File: src/rtl/pc_fetch_seq.sv
// Program counter and instruction-fetch sequencer: drives the instruction-memory
// request/address and hands each fetched word to decode with a valid/stall handshake.
module pc_fetch_seq #(
  parameter int unsigned     XLEN      = 32,
  parameter logic [XLEN-1:0] RESET_VEC = 32'h0000_0000,
  parameter int unsigned     INC       = 4
) (
  input  logic            CLK,
  input  logic            RST,
  output logic [XLEN-1:0] MEM_ADDR,
  output logic            MEM_REQ,
  input  logic            MEM_ACK,
  input  logic [XLEN-1:0] MEM_RDATA,
  input  logic            REDIR,
  input  logic [XLEN-1:0] REDIR_PC,
  input  logic            STALL,
  output logic [XLEN-1:0] INSN,
  output logic [XLEN-1:0] INSN_PC,
  output logic            INSN_VALID
);

  typedef enum logic [1:0] {
    IDLE = 2'd0,
    REQ  = 2'd1,
    HOLD = 2'd2
  } state_t;

  state_t          state_q, state_d;
  logic [XLEN-1:0] pc_q, pc_d;
  logic [XLEN-1:0] insn_q, insn_d;
  logic [XLEN-1:0] insn_pc_q, insn_pc_d;
  logic            valid_q, valid_d;
  logic            pending_q, pending_d;
  logic            fetch_req;
  logic [XLEN-1:0] redir_target;
  logic            unused_redir_lsbs;

  assign redir_target      = {REDIR_PC[XLEN-1:2], 2'b00};
  assign unused_redir_lsbs = ^REDIR_PC[1:0];

  always_ff @(posedge CLK) begin
    if (RST) begin
      state_q   <= IDLE;
      pc_q      <= RESET_VEC;
      insn_q    <= '0;
      insn_pc_q <= '0;
      valid_q   <= 1'b0;
      pending_q <= 1'b0;
    end else begin
      state_q   <= state_d;
      pc_q      <= pc_d;
      insn_q    <= insn_d;
      insn_pc_q <= insn_pc_d;
      valid_q   <= valid_d;
      pending_q <= pending_d;
    end
  end

  always_comb begin
    state_d   = state_q;
    pc_d      = pc_q;
    insn_d    = insn_q;
    insn_pc_d = insn_pc_q;
    valid_d   = valid_q;
    pending_d = 1'b0;
    fetch_req = 1'b0;

    case (state_q)
      IDLE: begin
        if (REDIR) begin
          pc_d = redir_target;
        end
        valid_d = 1'b0;
        state_d = REQ;
      end

      REQ: begin
        // An unconsumed word under stall blocks the request so it cannot be overwritten.
        fetch_req = !(valid_q && STALL);
        if (REDIR) begin
          pc_d    = redir_target;
          valid_d = 1'b0;
          state_d = REQ;
        end else if (fetch_req && MEM_ACK && !pending_q) begin
          insn_d    = MEM_RDATA;
          insn_pc_d = pc_q;
          valid_d   = 1'b1;
          pc_d      = pc_q + XLEN'(INC);
          state_d   = STALL ? HOLD : REQ;
        end else if (valid_q) begin
          if (STALL) begin
            state_d = HOLD;
          end else begin
            valid_d = 1'b0;
          end
        end
      end

      HOLD: begin
        if (REDIR) begin
          pc_d      = redir_target;
          valid_d   = 1'b0;
          pending_d = 1'b1;
          state_d   = REQ;
        end else if (!STALL) begin
          valid_d = 1'b0;
          state_d = REQ;
        end
      end

      default: begin
        state_d = IDLE;
      end
    endcase
  end

  assign MEM_REQ    = fetch_req;
  assign MEM_ADDR   = pc_q;
  assign INSN       = insn_q;
  assign INSN_PC    = insn_pc_q;
  assign INSN_VALID = valid_q;

endmodule
File: config.mk
export PLATFORM = sky130hd
export DESIGN_NAME = pc_fetch_seq
export DESIGN_NICKNAME = d
export VERILOG_FILES = /design/src/rtl/pc_fetch_seq.sv
export SDC_FILE = /design/constraint.sdc
export NUM_CORES = 1
export LEC_CHECK = 0
export BUFFER_PORTS_ARGS = -buffer_cell sky130_fd_sc_hd__buf_2
export CORE_AREA = 2 2 70 139
export DETAILED_ROUTE_END_ITERATION = 10
export DIE_AREA = 0 0 72 141
export GPL_TIMING_DRIVEN = 0
export PLACE_DENSITY = 0.79
export SYNTH_ARGS = -nofsm -noshare
export SYNTH_HDL_FRONTEND = slang
export SYNTH_SLANG_ARGS = --single-unit
File: constraint.sdc
create_clock -name CLK -period 2.7 [get_ports CLK]
set_input_delay 0.54 -clock CLK [delete_from_list [all_inputs] [get_ports CLK]]
set_output_delay 0.54 -clock CLK [all_outputs]
set_load 0.05 [all_outputs]
==> out/qor.yml <==
run_status:
  status: "finished clean"
die:
  rows: 50
  die_w_um: 72
  coreArea_mm2: 0.009196
  die_y_um: 141
  die_area_mm2: 0.01015
  start_util: 0.4752
  io-pin-count: 167
finish:
  fin_area_mm2: 0.005678
  antenna_cells: 0
  layout-drive-gt1-share: 0.2559
  fin_nets: 827
  area_delta_synth_final_pct: 29.92
  fin_cells: 866
  final_util: 0.6174
grt:
  busiest_layer: "met2"
  met1_usage: 0.3475
  grt_pass1_vias: 4518
  track_usage: 0.2741
  grt_overflow: 0
  use_met3: 0.04503
  gr-usage-met2: 0.4449
  antenna_found_initial: 0
  grt_pass1_wl_um: 21940
  grt_max_degree: 17
synth:
  synth_cell_types: 55
  yosysSeqAreaShare: 0.4397
  synth-edff-count: 0
  syn-cell-area_mm2: 0.004370
  async_flop_share: 0
  synth_common_cells: "nand2_1 (160), dfxtp_1 (96), a21oi_1 (92), clkbuf_1 (40), nor2_1 (26)"
  ys_warn_count: 0
  synth_ff_type: "dfxtp_1"
  synth_top_area_share: 0.4397
  yosys_register_bits: 96
  syn-instance-count: 583
  yosys.area.top_type: "dfxtp_1"
  synthTopCellsByArea: "dfxtp_1 (44%), nand2_1 (14%), a21oi_1 (11%)"
  synthMostInstantiatedCell: "nand2_1"
  avgSynthCellArea_um2: 7.496
timing:
  layout_setup_ws_ns: 0.1588
  skew_ns: 0.008398
  hold_viol: 0
  rsz0062_at_grt: "false"
  finalMaxSlewViolations: 0
  max_slew_margin: 0.4013
  fmax_ghz: 0.3935
  fin_crit_ns: 2.541
  tightest_slew_ns: 0.8911
  setup_viol: 0
  setup-tns-final_ns: 0
  hold_slack_ns: 0.4227
  fin_crit_sh: 0.9412
critical_path:
  crit_buf_inv: 3
  critPathArrivalTime_ns: 2.76
  crit_type: "reg -> reg"
  endpoint_kind: "flip-flop"
  worstRegToRegCells: 7
  critPathMostFrequentCell: "clkbuf_1"
  worstSetupPathDepth: 7
  required_ns: 2.92
  slowest_stage: "clkbuf_1"
  max_stage_delay_ns: 0.47
  start_kind: "flip-flop"
  crit_chain: "clkbuf_1 > nand2_1 > a32oi_2 > clkbuf_1 > buf_1 > a2bb2oi_1 > nor2_1"
  crit_fanout: 10
  cp_top_family: "buffers and inverters"
power:
  swShare: 0.2966
  power_frac_seq: 0.421
  clockPowerShare: 0.409
  internal-power_mw: 2.584
  pwr-share-comb: 0.170
  power_density_mw_per_mm2: 647.1
  p_leak_nw: 2.447
  total_power_mw: 3.674
  power_switching_mw: 1.090
  ir_drop_mv: 0.5591
route:
  drc: 0
  vias_per_cell: 5.649
  postRouteAntennaNets: 0
  avgRoutedWirePerCell_um: 16.08
  vias: 4892
  finalWirelength_um: 13920
  drtIter0Drc: 358
  drt_pre_antenna_iters: 5
place:
  place.gp.congestion: 0.9833
  pre_cts_slack_ns: -0.04359
  portBuffers: 160
  place_hpwl_um: 9947
  post_dp_cell_area_mm2: 0.005315
  dp.cells: 850
hold_path:
  hold_depth: 3
  hold_path.class: "in -> reg"
clocking:
  cts_buffers: 9
  clock-sinks: 96
  clk_pin_slew_ns: 0.07
  ctsHoldBuffers: 0
  clk_latency_ns: 0.35
  cts_root_buffer: "clkbuf_16"
  cts.path.max_buffers: 2
  tritoncts: "yes"
  htree_levels: 3
flow_run:
  cap_violations: 0
-- repair_timing --
item / 4_1_cts / 5_1_grt
setup endpoints to repair: 0 / 18
setup buffers: 0 / 0
endpoints found under the hold margin: 0 / 0
gates resized for setup: 0 / 3
-- routing by layer --
layer / up-vias / wire [um]
met3: 41 / 1151
met5: - / 0
li1: 2380 / -
met1: 2209 / 5596
met2: 262 / 6664
met4: 0 / 508
-- power groups by stage --
| stage | Clock, mW | Combinational, mW | Sequential (mW) |
|---|---|---|---|
| 6_report | 1.50 | 0.624 | 1.55 |
| 5_1_grt | 1.56 | 0.666 | 1.55 |
| 4_1_cts | 1.52 | 0.618 | 1.54 |
| 3_5_place_dp | 0 | 0.615 | 1.58 |
| 3_3_place_gp | 0 | 0.611 | 1.57 |
| 2_1_floorplan | 0 | 0.235 | 1.76 |
-- cells in the final DEF, fill, tap and decap left out, drive strengths merged, types with 2 or more instances in the layout --
cell type and n:
conb 4, mux2i 8, clkinv 3, a21o 2, or4 5, nand3 17
nand2b 2, inv 6, and2 2, nor3 10, o22ai 6, nor4 8
or3 4, a21oi 92, o32ai 3, a32oi 2, o211ai 4, buf 169
nand4 11, nor2 26, nor3b 2, nand2 160, o21ai 13, bufinv 3
a2bb2oi 4, a31o 2, and3 15, or2 2, a22o 2, nor2b 5
dfxtp 96, a31oi 7, clkbuf 50
-- cell type report --
cell class | count | area, um2
Buffer | 49 | 203.9
Clock buffer | 10 | 239.0
Clock inverter | 6 | 115.1
Fill cell | 883 | 3518
Inverter | 6 | 22.52
Multi-Input combinational cell | 435 | 2242
Sequential cell | 96 | 1924
Tap cell | 104 | 130.1
Timing Repair Buffer | 160 | 800.8
-- worst reg2reg max path, delay by kind of cell (launching register included) --
| family | cells | cell delay [ns] |
|---|---|---|
| buf+inv | 3 | 1.23 |
| simple gates | 2 | 0.21 |
| flops | 1 | 0.31 |
| compound gates | 2 | 0.66 |
-- path summary, 6_finish.rpt --
| kind | start | endpoint | slack [ns] |
|---|---|---|---|
| min | MEM_RDATA[1] | INSN[1] | 0.42 |
| min reg2reg | INSN_PC[25] | INSN_PC[25] | 0.45 |
| max reg2reg | state_q[0] | MEM_ADDR[7] | 0.16 |
| max | state_q[0] | MEM_ADDR[7] | 0.16 |
-- cells by family after synthesis --
| logic type | after synthesis | share of synthesized area |
|---|---|---|
| and+or+nand+nor | 272 | 0.2843 |
| AOI/OAI and AO/OA | 148 | 0.1975 |
| DFF | 96 | 0.4397 |
| buffers and inverters | 55 | 0.05153 |
| muxes | 9 | 0.02090 |
| adders and majority gates | 2 | 0.005153 |
| other | 1 | 0.0008580 |
-- flip-flops by register name, summed over array words and instances, names as in the netlist --
signal / count
INSN_VALID: 1
INSN_PC: 30
INSN: 32
pending_q: 1
state_q: 2
MEM_ADDR: 30
Note: power is estimated with default switching activity, not from simulation.
